`src/rtl/can_pkg.sv`:
```
// ============================================================================
// Module      : can_pkg
// Description : Shared CAN constants, frame struct and TX scheduler states.
// Revision    : 1.0 - initial release
// ============================================================================
`default_nettype none

package can_pkg;

    localparam int CAN_ID_W    = 11;
    localparam int CAN_MAX_DLC = 8;

    typedef struct packed {
        logic [CAN_ID_W-1:0] id;
        logic                rtr;
        logic [3:0]          dlc;
        logic [63:0]         data;
    } can_frame_t;

    typedef enum logic [1:0] {
        ST_IDLE   = 2'd0,
        ST_SELECT = 2'd1,
        ST_LAUNCH = 2'd2,
        ST_WAIT   = 2'd3
    } sched_state_t;

endpackage

`default_nettype wire

```
`src/rtl/can_tx_prio_sel.sv`:
```
// ============================================================================
// Module      : can_tx_prio_sel
// Description : Combinational lowest-ID selector over a request mask;
//               equal IDs resolve to the lowest mailbox index.
// Revision    : 1.0 - initial release
// ============================================================================
`default_nettype none

module can_tx_prio_sel
    import can_pkg::*;
#(
    parameter int NUM_MB = 4,
    parameter int IDX_W  = $clog2(NUM_MB)
) (
    input  logic [NUM_MB-1:0]               req_i,
    input  logic [NUM_MB-1:0][CAN_ID_W-1:0] ids_i,
    output logic [IDX_W-1:0]                win_idx_o,
    output logic                            win_valid_o
);

    logic [CAN_ID_W-1:0] w_best_id;

    // Linear scan; strict less-than keeps the earlier index on a tie.
    always_comb begin
        win_valid_o = 1'b0;
        win_idx_o   = '0;
        w_best_id   = '1;
        for (int i = 0; i < NUM_MB; i++) begin
            if (req_i[i] && (!win_valid_o || (ids_i[i] < w_best_id))) begin
                win_valid_o = 1'b1;
                win_idx_o   = IDX_W'(i);
                w_best_id   = ids_i[i];
            end
        end
    end

endmodule

`default_nettype wire

```
`src/rtl/can_tx_scheduler.sv`:
```
// ============================================================================
// Module      : can_tx_scheduler
// Description : Mailbox-based CAN TX scheduler: lowest-ID arbitration,
//               single-attempt launch, retry/abort/retire policy.
//               Optional build macro CAN_TX_SCHED_ONESHOT_EN removes the
//               retry counters; any error or lost arbitration fails the frame.
// Revision    : 1.0 - initial release
// ============================================================================
`default_nettype none

module can_tx_scheduler
    import can_pkg::*;
#(
    parameter int NUM_MB   = 4,
    parameter int MAX_RETX = 4
) (
    input  logic                        clk,
    input  logic                        rst_n,
    input  logic                        wr_en,
    input  logic [$clog2(NUM_MB)-1:0]   wr_idx,
    input  logic [CAN_ID_W-1:0]         wr_id,
    input  logic                        wr_rtr,
    input  logic [3:0]                  wr_dlc,
    input  logic [63:0]                 wr_data,
    output logic                        wr_reject,
    input  logic                        abort_en,
    input  logic [$clog2(NUM_MB)-1:0]   abort_idx,
    output logic                        tx_start,
    output logic [CAN_ID_W-1:0]         tx_id,
    output logic                        tx_rtr,
    output logic                        tx_ide,
    output logic [3:0]                  tx_dlc,
    output logic [63:0]                 tx_data,
    input  logic                        tx_ok,
    input  logic                        tx_arb_lost,
    input  logic                        tx_err,
    output logic [NUM_MB-1:0]           mb_pending,
    output logic [NUM_MB-1:0]           mb_done,
    output logic [NUM_MB-1:0]           mb_fail,
    output logic                        busy
);

    localparam int IDX_W = $clog2(NUM_MB);

    sched_state_t          state_q, state_d;
    can_frame_t            mb_q [NUM_MB];
    logic [NUM_MB-1:0]     pending_q, done_q, fail_q;
    logic [IDX_W-1:0]      cur_q;
    logic                  wr_reject_q;
    can_frame_t            tx_q;

    logic                  w_inflight, w_abort_inflight, w_abort_idle;
    logic                  w_wr_ok, w_wr_reject;
    logic                  w_err, w_arb, w_ok;
    logic                  w_retire_done, w_retire_fail;
    logic [NUM_MB-1:0]     w_sel_mask;
    logic [NUM_MB-1:0][CAN_ID_W-1:0] w_ids;
    logic [IDX_W-1:0]      w_win_idx;
    logic                  w_win_valid;
    can_frame_t            w_wr_frame;

    assign w_inflight       = (state_q == ST_LAUNCH) || (state_q == ST_WAIT);
    assign w_abort_inflight = abort_en && w_inflight && (abort_idx == cur_q);
    assign w_abort_idle     = abort_en && pending_q[abort_idx] && !w_abort_inflight;
    // The in-flight mailbox stays pending, so one test covers both cases.
    assign w_wr_ok          = wr_en && !pending_q[wr_idx] && !(abort_en && (abort_idx == wr_idx));
    assign w_wr_reject      = wr_en && !w_wr_ok;

    // Outcome decode with priority err > arb_lost > ok, only in WAIT.
    assign w_err = (state_q == ST_WAIT) && tx_err;
    assign w_arb = (state_q == ST_WAIT) && !tx_err && tx_arb_lost;
    assign w_ok  = (state_q == ST_WAIT) && !tx_err && !tx_arb_lost && tx_ok;

    assign w_wr_frame.id   = wr_id;
    assign w_wr_frame.rtr  = wr_rtr;
    assign w_wr_frame.dlc  = (wr_dlc > 4'(CAN_MAX_DLC)) ? 4'(CAN_MAX_DLC) : wr_dlc;
    assign w_wr_frame.data = wr_data;

    // Selector inputs: a mailbox being aborted this cycle cannot win.
    always_comb begin
        w_sel_mask = pending_q;
        if (w_abort_idle) begin
            w_sel_mask[abort_idx] = 1'b0;
        end
        for (int i = 0; i < NUM_MB; i++) begin
            w_ids[i] = mb_q[i].id;
        end
    end

    can_tx_prio_sel #(
        .NUM_MB (NUM_MB),
        .IDX_W  (IDX_W)
    ) u_prio_sel (
        .req_i       (w_sel_mask),
        .ids_i       (w_ids),
        .win_idx_o   (w_win_idx),
        .win_valid_o (w_win_valid)
    );

`ifdef CAN_TX_SCHED_ONESHOT_EN
    assign w_retire_done = w_ok;
    assign w_retire_fail = w_err || w_arb;
`else
    localparam int CNT_W = $clog2(MAX_RETX + 2);

    logic [CNT_W-1:0] cnt_q [NUM_MB];
    logic [CNT_W-1:0] w_cnt_next;
    logic             abort_req_q;
    logic             w_abort_eff;

    assign w_cnt_next    = cnt_q[cur_q] + CNT_W'(1);
    assign w_abort_eff   = abort_req_q || w_abort_inflight;
    assign w_retire_done = w_ok;
    assign w_retire_fail = (w_err && (w_abort_eff || (int'(w_cnt_next) > MAX_RETX)))
                        || (w_arb && w_abort_eff);

    // Per-mailbox error retry counters, cleared whenever the frame retires.
    always_ff @(posedge clk or negedge rst_n) begin
        if (!rst_n) begin
            for (int i = 0; i < NUM_MB; i++) begin
                cnt_q[i] <= '0;
            end
        end else begin
            if (w_abort_idle) begin
                cnt_q[abort_idx] <= '0;
            end
            if (w_retire_done || w_retire_fail) begin
                cnt_q[cur_q] <= '0;
            end else if (w_err) begin
                cnt_q[cur_q] <= w_cnt_next;
            end
        end
    end

    // Abort of the in-flight frame is remembered until the outcome arrives.
    always_ff @(posedge clk or negedge rst_n) begin
        if (!rst_n) begin
            abort_req_q <= 1'b0;
        end else if (state_d == ST_IDLE) begin
            abort_req_q <= 1'b0;
        end else if (w_abort_inflight) begin
            abort_req_q <= 1'b1;
        end
    end
`endif

    // Next-state logic for the launch sequencer.
    always_comb begin
        state_d = state_q;
        case (state_q)
            ST_IDLE:   if (pending_q != '0) state_d = ST_SELECT;
            ST_SELECT: state_d = w_win_valid ? ST_LAUNCH : ST_IDLE;
            ST_LAUNCH: state_d = ST_WAIT;
            ST_WAIT:   if (w_err || w_arb || w_ok) state_d = ST_IDLE;
            default:   state_d = ST_IDLE;
        endcase
    end

    // State register, winner capture and registered frame fields.
    always_ff @(posedge clk or negedge rst_n) begin
        if (!rst_n) begin
            state_q     <= ST_IDLE;
            cur_q       <= '0;
            tx_q        <= '0;
            wr_reject_q <= 1'b0;
        end else begin
            state_q     <= state_d;
            wr_reject_q <= w_wr_reject;
            if ((state_q == ST_SELECT) && w_win_valid) begin
                cur_q <= w_win_idx;
                tx_q  <= mb_q[w_win_idx];
            end
        end
    end

    // Mailbox storage, pending flags and retire pulses.
    always_ff @(posedge clk or negedge rst_n) begin
        if (!rst_n) begin
            for (int i = 0; i < NUM_MB; i++) begin
                mb_q[i] <= '0;
            end
            pending_q <= '0;
            done_q    <= '0;
            fail_q    <= '0;
        end else begin
            done_q <= '0;
            fail_q <= '0;
            if (w_wr_ok) begin
                mb_q[wr_idx]      <= w_wr_frame;
                pending_q[wr_idx] <= 1'b1;
            end
            if (w_abort_idle) begin
                pending_q[abort_idx] <= 1'b0;
                fail_q[abort_idx]    <= 1'b1;
            end
            if (w_retire_done) begin
                pending_q[cur_q] <= 1'b0;
                done_q[cur_q]    <= 1'b1;
            end
            if (w_retire_fail) begin
                pending_q[cur_q] <= 1'b0;
                fail_q[cur_q]    <= 1'b1;
            end
        end
    end

    assign tx_start   = (state_q == ST_LAUNCH);
    assign busy       = w_inflight;
    assign tx_id      = tx_q.id;
    assign tx_rtr     = tx_q.rtr;
    assign tx_ide     = 1'b0;
    assign tx_dlc     = tx_q.dlc;
    assign tx_data    = tx_q.data;
    assign wr_reject  = wr_reject_q;
    assign mb_pending = pending_q;
    assign mb_done    = done_q;
    assign mb_fail    = fail_q;

endmodule

`default_nettype wire

```
`config.mk`:
```
export PLATFORM = sky130hd
export DESIGN_NAME = can_tx_scheduler
export DESIGN_NICKNAME = d
export VERILOG_FILES = /design/src/rtl/can_pkg.sv /design/src/rtl/can_tx_prio_sel.sv /design/src/rtl/can_tx_scheduler.sv
export SDC_FILE = /design/constraint.sdc
export NUM_CORES = 1
export LEC_CHECK = 0
export BUFFER_PORTS_ARGS = -buffer_cell sky130_fd_sc_hd__buf_2
export CORE_UTILIZATION = 50
export CTS_CLUSTER_DIAMETER = 200
export DETAILED_ROUTE_END_ITERATION = 16
export GPL_TIMING_DRIVEN = 0
export PLACE_DENSITY = 0.78
export SKIP_CTS_REPAIR_TIMING = 1
export SYNTH_ARGS = -nofsm -noshare
export SYNTH_HDL_FRONTEND = slang
export SYNTH_SLANG_ARGS = --single-unit
```
`constraint.sdc`:
```
create_clock -name clk -period 8.2 [get_ports clk]
set_clock_uncertainty 0.2 [all_clocks]
set_input_delay 1.64 -clock clk [delete_from_list [all_inputs] [get_ports clk]]
set_output_delay 1.64 -clock clk [all_outputs]
set_load 0.01 [all_outputs]
```
### Word-level counts from Yosys, hierarchy flattened

Cells that the tools add are included.

* RAM bits: 0
* bits in read-only memories: 0
* memories kept: 0
* word-level logic and storage cells: 171
* latch bits: 0
* register bits: 430
* output and inout port bits: 96

* $mul: 0
* $add $sub $neg: 1
* muxes and demuxes: 52
* shifts and indexed selects: 0
* bitwise logic cells: 16
* divide/modulo/power cells: 0
* magnitude comparators: 18
* equality and inequality tests: 5
* reductions and logical operators: 48

Operators with widths (count)
* $bwmux W320: 1
* $mux W80: 3
* $bmux W80 S2: 1
* $demux W80 S2: 1
* $mux W12: 3
* $mux W4: 9
* $lt A11 B11 Y1: 3
* $mux W11: 3
* $logic_and A1 B1 Y1: 25
* $and A12 B12 Y12: 2
* $not A12 Y12: 2
* $and A4 B4 Y4: 4
* $bwmux W12: 1
* $demux W3 S2: 2
* $ge A3 B3 Y1 const B: 4
* $mux W1: 12
* $mux W3: 4
* $not A2 Y3: 4
* $logic_or A1 B1 Y1: 10
* $mux W2: 5
* $logic_not A1 Y1: 9
* $lt A2 B3 Y1 const B: 3
* $lt A3 B1 Y1 const B: 3
* $not A4 Y4: 2
* other kinds (15): 24

### Longest topological paths before layout

Gate-level depths: netlist (run 1).

* depth after elaboration: 24
* mapped depth: 37
* gate-level depth less buffers: 29

### Modules after synthesis

From an unflattened synthesis (run 1), not the netlist that was laid out.

* cell total of the unflattened synthesis: 1280
* area, all modules: 19937.9 um^2

By module, submodules not included
* can_tx_scheduler: cells an instance 1122, instances 1, area an instance 18675.4 um^2
* can_tx_prio_sel: cells an instance 158, instances 1, area an instance 1262.5 um^2

### Worst setup path after synthesis (run 1)

No wires, ideal clock.

* kind: input -> register
* start: input abort_idx[0]
* end: register cur_q[0]
* slack: -529 ps
* path buffers: 7
* setup time: 123 ps
* arrival: 8406 ps
* stages: 33
* cell sequence: buf_6 -> or3b_4 -> o21ai_0 -> clkbuf_1 -> nor2_1 -> ha_1 -> a21o_1 -> or2_2 -> o21ba_2 -> o22ai_1 -> clkbuf_1 -> clkbuf_1 -> nor2_1 -> a21oi_1 -> ha_1 -> a211oi_1 -> nor2_1 -> nor3_1 -> a211oi_1 -> a21oi_4 -> buf_2 -> nand2_1 -> o21a_1 -> ha_1 -> nand4_1 -> or3_1 -> nand3_1 -> o32ai_1 -> or4b_1 -> buf_2 -> buf_6 -> a221oi_2 -> nor2_1

* cells in the longest elaborated chain, start to end: 21
* elaborated cells on any way between the ends: 38
* classes of those cells: order compare: 5; eq/ne: 1; mux: 15; bitwise: 2; reduce/logical: 15

Ends and longest elaborated chain
* from (decl): line can_tx_scheduler.sv:27 `input logic [$clog2(NUM_MB)-1:0] abort_idx,`
* $lt A2 B3 Y1 (not written as such) or $ge A2 B1 Y1 (tied branches): line can_tx_scheduler.sv:83 `w_sel_mask[abort_idx] = 1'b0;`
* $logic_and A1 B1 Y1 (not written as such): line can_tx_scheduler.sv:83
* $mux W1 (not written as such): line can_tx_scheduler.sv:83
* $demux W1 S2: line can_tx_scheduler.sv:83
* $not A4 Y4 (no line)
* $and A4 B4 Y4 (no line)
* $mux W4 (*): line can_tx_scheduler.sv:82 `if (w_abort_idle) begin`
* $mux W11 or $mux W1 (tied branches): line can_tx_prio_sel.sv:29 `if (req_i[i] && (!win_valid_o || (ids_i[i] < w_best_id))) begin`
* (+5 left out)
* $logic_or A1 B1 Y1: line can_tx_prio_sel.sv:29
* $logic_and A1 B1 Y1: line can_tx_prio_sel.sv:29
* $mux W11 or $mux W1 (tied branches): line can_tx_prio_sel.sv:29
* $lt A11 B11 Y1 or $logic_not A1 Y1 (tied branches): line can_tx_prio_sel.sv:29
* $logic_or A1 B1 Y1: line can_tx_prio_sel.sv:29
* $logic_and A1 B1 Y1: line can_tx_prio_sel.sv:29
* $mux W1: line can_tx_prio_sel.sv:29
* $logic_and A1 B1 Y1: line can_tx_scheduler.sv:169 `if ((state_q == ST_SELECT) && w_win_valid) begin`
* to (signal assigned): line can_tx_scheduler.sv:170 `cur_q <= w_win_idx;`
* to (decl): line can_tx_scheduler.sv:48 `logic [IDX_W-1:0] cur_q;`

Every way passes the cells marked *; elsewhere a longest branch is shown, timed or not. The select of a mux whose other input is x is not followed.
A chain may end at the register's enable or synchronous reset.

### Worst setup path after layout (run 1)

* start: input abort_idx[1]
* end: register cur_q[0]

Same word-level chain as after synthesis.

==> results of run 1 <==
-- kinds of logic (layout without fill, tap and decap cells) --
family          count (synthesis)  count (layout)
flops                         430             430
compound gates                274             274
buf+inv                       151             449
other cells                     1               6
mux                           317             317
xor+xnor                        4               4
simple gates                  608             608
fa+ha+maj                      31              31
-- registers in the layout (all words and copies together) (netlist names), 4 cells and up --
register,flops
mb_done,4
tx_data,64
tx_dlc,4
tx_id,11
mb_fail,4
mb_q,320
mb_pending,4
cnt_q,12
-- worst max-delay path: cells and delay by family --
kind	cells	cell delay, ns
and+or+nand+nor	13	2.80
AOI/OAI and AO/OA	10	1.75
buffers and inverters	9	1.34
adders and majority gates	3	0.93
-- Yosys cell counts (2+ instances only) --
cell type | count | area, um2
dfrtp_1 | 430 | 10800
mux2_2 | 311 | 3500
nand2_1 | 269 | 1010
nand3_1 | 170 | 851
a31oi_1 | 162 | 1010
nor2_1 | 117 | 439
clkbuf_1 | 86 | 323
o21ai_0 | 32 | 160
ha_1 | 31 | 388
buf_2 | 23 | 115
a21oi_1 | 22 | 110
buf_1 | 14 | 52.6
inv_1 | 14 | 52.6
o21a_1 | 14 | 105
buf_6 | 12 | 135
o22ai_1 | 9 | 56.3
nand2b_1 | 8 | 50.1
a21o_1 | 7 | 52.6
a211oi_1 | 6 | 45.0
nand4_1 | 6 | 37.5
nor2b_1 | 5 | 31.3
nor3_1 | 5 | 25.0
and4_1 | 4 | 35.0
mux4_2 | 4 | 90.1
or3_1 | 4 | 25.0
xnor2_1 | 4 | 35.0
and3_1 | 3 | 18.8
nand3b_1 | 3 | 22.5
nor4_1 | 3 | 18.8
o31ai_1 | 3 | 22.5
o32ai_1 | 3 | 26.3
a21oi_4 | 2 | 32.5
a221oi_2 | 2 | 30.0
and3b_1 | 2 | 17.5
buf_4 | 2 | 15.0
mux2i_1 | 2 | 20.0
o211ai_1 | 2 | 15.0
o21ai_1 | 2 | 10.0
or2_2 | 2 | 12.5
-- worst min path at each step --
stage / start / endpoint / depth (start not counted)
after floorplan: mb_q[240] / mb_q[240] / 2
after global routing: mb_q[287] / mb_q[287] / 2
after detailed placement: mb_q[307] / mb_q[307] / 2
final: cnt_q[0] / cnt_q[0] / 1
after CTS: mb_q[279] / mb_q[279] / 2
after global placement: mb_q[268] / mb_q[268] / 2
-- through the flow --
step,instances,setup WS [ns],util (%)
after floorplan,1816,0.0562,-
after global placement,2516,-2.93,55.2
after detailed placement,2520,-1.80,55.5
after CTS,2594,-1.23,59.0
after global routing,2636,-0.195,61.9
final,2637,-0.0151,61.9
-- layer usage --
metal	global-route usage [%]	vias up
li1	-	7013
met1	38.0	8087
met2	45.0	738
met3	5.04	162
met4	13.9	0
met5	0	-
-- area by class of cell --
type                    instances  share of cell area (%)
clock buffers                  66                    5.38
multi-input cells            1235                    37.2
inverters                      14                   0.218
flip-flops and latches        430                    44.7
diodes                          5                  0.0520
clock inverters                 8                   0.353
well taps                     518                    2.69
repair buffers                224                    6.02
plain buffers                 137                    3.40
-- layout by cell type, fill, tap and decap left out, types with 9 or more instances in the layout --
| cell type | count |
|---|---|
| clkbuf_1 | 89 |
| a31oi_2 | 17 |
| buf_6 | 18 |
| buf_4 | 38 |
| o21a_1 | 14 |
| buf_2 | 189 |
| clkbuf_8 | 9 |
| dfrtp_1 | 430 |
| a31oi_1 | 145 |
| a21oi_1 | 15 |
| mux2_2 | 311 |
| inv_1 | 14 |
| nand2_1 | 267 |
| clkbuf_4 | 12 |
| ha_1 | 24 |
| o21ai_0 | 27 |
| clkbuf_16 | 51 |
| nand3_2 | 18 |
| nand3_1 | 151 |
| nor2_1 | 110 |
==> out/summary.txt, run 1 <==
I/O Buffers: 182
Yosys reg bits: 430
Clock Latency Late Sink: 0.59 ns
Worst Setup SP: abort_idx[1]
Fmax: 122 MHz
Number of global-route vias before repair: 16.2k
Num CTS Buffers: 44
Post-synthesis sequential area ratio: 54.1%
Die Y: 202 um
Avg Cell Area, Syn: 11.0 um2
Routed len/inst: 22.5 um
Fill cells: 2995
Total gr overflow: 0
WHS: 0.272 ns
Routed met3 length: 4240 um
Die area: 40600 um2
Yosys warns: 0
Adder-cell share of the synthesized area: 1.95%
Xor/xnor cell area share of the yosys netlist: 0.176%
CP Data Required Time: 8.47 ns
WL final: 59400 um
Slew @ Worst Pin: 1.21 ns
Setup WS post-layout: -0.0151 ns
Synth Area in Compound Gates: 8.80%
Final period utilization: 100%
DRC: 0
Share of cells above drive strength 1: 35.1%
Worst R2R Path Depth: 34
Multi-input gate area in the final layout: 8950 um2
CP endpoint: cur_q[0]
Drt first pass iters: 5
Initial Utilization: 51.1%
Crit path time final: 8.22 ns
Num rows: 72
Reg clk slew, reported paths: 0.06 ns
Htree depth: 2
Worst path max stage delay: 0.65 ns
Setup TNS: -0.0151 ns
Die width: 202 um
Hold Crit Class: flip-flop to flip-flop
Status: complete, but fails checks
Max-slew violation count: 0
Post-route ant nets: 0
Share of synthesized flip-flops with an asynchronous set or reset: 100%
IO Count: 187
Worst Setup End Kind: flip-flop
Reg-to-Reg End: cur_q[0]
DP HPWL: 38900 um
Pin count of the biggest net entering global routing: 128
Most numerous cell on the critical path: buf_12
RSZ-0062 raised after global routing: true
Area after DPL: 21600 um2
DR vias/cell: 6.07
Synth Cell Area: 19900 um2
R2R Setup Slk: 0.46 ns
Post-Syn Instances: 1816
Startpoint types: primary input
All-Layer GR Usage: 28.5%
DR iter-0 viols: 1489
Clk sinks: 430
Vias: 16.0k
Mux share of post-synthesis cell area: 18.2%
Top layer in use: met4
Syn_nets: 1938
Crit-path slowest cell: or4b_4
R2r startpoint: cur_q[0]
WP data arrival: 8.48 ns
Setup-failing EPs final: 1
Top FF cell, synth: dfrtp_1
Metal2 WL: 28300 um
Register area: 10800 um2
GPL Wtd Cong: 0.912
Final Hold Viols: 0
Clock buffer depth: 3
Post-synth cell types: 55
Wl on met1: 24400 um
Count of max-cap constraint violations: 0
Initial antenna violation count: 6
Slew headroom: 18.8%
Synthesized-area fraction occupied by and/or/nand/nor cells: 13.3%
First-pass GRT wire length: 90300 um
Nets: 2208
Main combinational cell family by area after synthesis: multiplexers
CTS tree: built
Root Buffer: clkbuf_16
Crit Path Max Fanout: 8
Post-route cell area: 24100 um2
Number of synthesized flops with an enable pin: 0
Area of the core: 38900 um2
Failing checks: setup timing
Area Growth Syn to Fin: 21.0%
WS Path Type: primary input to flip-flop
Power of run 1 is not shown: default switching activity piles up to over one toggle a cycle in this logic, so the estimate is an artifact.
==> inputs of run 2 (changes only) <==
- CORE_MARGIN: unset -> 2
==> run 2 against run 1 <==
  * The run still ends with setup timing left
  * Register-to-register slack lost 0.22 ns
  * Wire length decreased by 0.54%
  * Fmax down 1.6%
  * Die area grew 2.0%
  * Core utilization down 1.6 points
  * Critical path type unchanged
  * Largest cell class unchanged
==> out/summary.txt, run 2 (synthesis results as in run 1) <==
IO Count: 187 (unchanged)
Clock Latency Late Sink: 0.57 ns (-0.02 ns)
Area Growth Syn to Fin: 19.7%
First-pass GRT wire length: 89800 um (-0.47%)
Crit path time final: 8.35 ns (+0.132 ns)
Htree depth: 2 (unchanged)
Max-slew violation count: 0 (unchanged)
Failing checks: setup timing
GPL Wtd Cong: 0.919 (+0.80%)
Die width: 204 um (+0.99%)
Share of cells above drive strength 1: 33.4% (-1.7 points)
WL final: 59100 um (-0.54%)
Most common library cell in the layout ignoring fill and taps: dfrtp_1
Reg with most FFs: mb_q
Routed len/inst: 22.4 um (-0.69%)
Final Hold Viols: 0 (unchanged)
All-Layer GR Usage: 27.9% (-0.53 points)
Reg clk slew, reported paths: 0.06 ns (about the same)
Clk sinks: 430 (unchanged)
Fill cells: 3159 (+5.5%)
Slew headroom: 10.6% (-8.2 points)
Num rows: 73 (+1.4%)
RSZ-0062 raised after global routing: true
Hold Crit Class: flip-flop to flip-flop
Total gr overflow: 0 (unchanged)
Slew @ Worst Pin: 1.33 ns (+0.122 ns)
Area after DPL: 21600 um2 (about the same)
Number of global-route vias before repair: 16.2k (+0.21%)
Crit-path slowest cell: or4b_4
I/O Buffers: 182 (unchanged)
CTS tree: built
Die Y: 204 um (+0.99%)
Nets: 2198 (-0.45%)
Largest register FFs: 320 (unchanged)
DR vias/cell: 6.07 (about the same)
Drt first pass iters: 5 (unchanged)
Vias: 16.0k (+0.19%)
Fmax: 120 MHz (-1.6%)
CP Data Required Time: 8.45 ns (-0.02 ns)
Root Buffer: clkbuf_16
WS Path Type: primary input to flip-flop
Pin count of the biggest net entering global routing: 127 (-0.78%)
Worst slack, placed: -1.83 ns (-0.0270 ns)
Crit Path Max Fanout: 8 (unchanged)
Post-route ant nets: 0 (unchanged)
Die area: 41400 um2 (+2.0%)
Count of max-cap constraint violations: 0 (unchanged)
Worst Setup End Kind: flip-flop
Post-route cell area: 23800 um2 (-1.0%)
DRC: 0 (unchanged)
Final period utilization: 102% (+1.6 points)
WHS: 0.273 ns (+0.00108 ns)
Status: complete, but fails checks
DR iter-0 viols: 1466 (-1.5%)
Setup WS post-layout: -0.147 ns (-0.132 ns)
Worst path max stage delay: 0.61 ns (-0.04 ns)
Initial antenna violation count: 8 (+2)
Clock buffer depth: 3 (unchanged)
WP data arrival: 8.59 ns (+0.11 ns)
Area of the core: 39500 um2 (+1.6%)
Startpoint types: primary input
Num CTS Buffers: 45 (+2.3%)
DP HPWL: 38500 um (-1.1%)
Initial Utilization: 50.3% (-0.82 points)
Commonest non-fill, non-tap cells in the layout: 430 x dfrtp_1, 311 x mux2_2, 267 x nand2_1, 195 x buf_2, 169 x nand3_1
Setup-failing EPs final: 80 (+79)
-- run 2: final cells by class --
class,count,area (um2),area share (%)
flip-flops and latches,430,10800,45.2
multi-input cells,1236,8800,36.9
clock buffers,70,1360,5.71
repair buffers,212,1230,5.18
plain buffers,137,781,3.28
well taps,525,657,2.76
clock inverters,10,168,0.704
inverters,14,52.6,0.221
diodes,7,17.5,0.0735
-- run 2: path summary, 6_finish.rpt --
kind | slack (ns) | startpoint | end | cells past startpoint
setup / recovery | -0.15 | abort_idx[1] | cur_q[0] | 34
hold / removal | 0.27 | mb_q[274] | mb_q[274] | 2
max in group asynchronous | 4.95 | rst_n | mb_q[103] | 4
min in group asynchronous | 0.80 | rst_n | mb_q[134] | 1
setup reg to reg | 0.24 | cur_q[0] | cur_q[0] | 33
hold reg to reg | 0.27 | mb_q[274] | mb_q[274] | 2
-- run 2: per-stage QoR --
stage	std cells	TNS (ns)	utilization, %
2_1_floorplan	1816	0	-
3_3_place_gp	2523	-1355.62	54.3
3_5_place_dp	2527	-143.06	54.6
4_1_cts	2607	-97.40	58.5
5_1_grt	2639	-12.53	60.2
6_report	2641	-3.94	60.2
-- run 2: critical path: cells and delay by family --
family / cells / cell delay (ns)
buffers and inverters: 7 / 1.10
and+or+nand+nor: 12 / 2.71
adders and majority gates: 3 / 0.83
AOI/OAI and AO/OA: 12 / 2.29
-- run 2: per-layer routing --
layer  track usage, %  vias to the layer above  routed length [um]
met5                0                        -                  42
met4             14.6                        6                3040
met3             5.37                      215                4580
met2             45.2                      811               28100
li1                 -                     6988                   -
met1             35.8                     8010               23400
Power of run 2 is left out for the same reason.
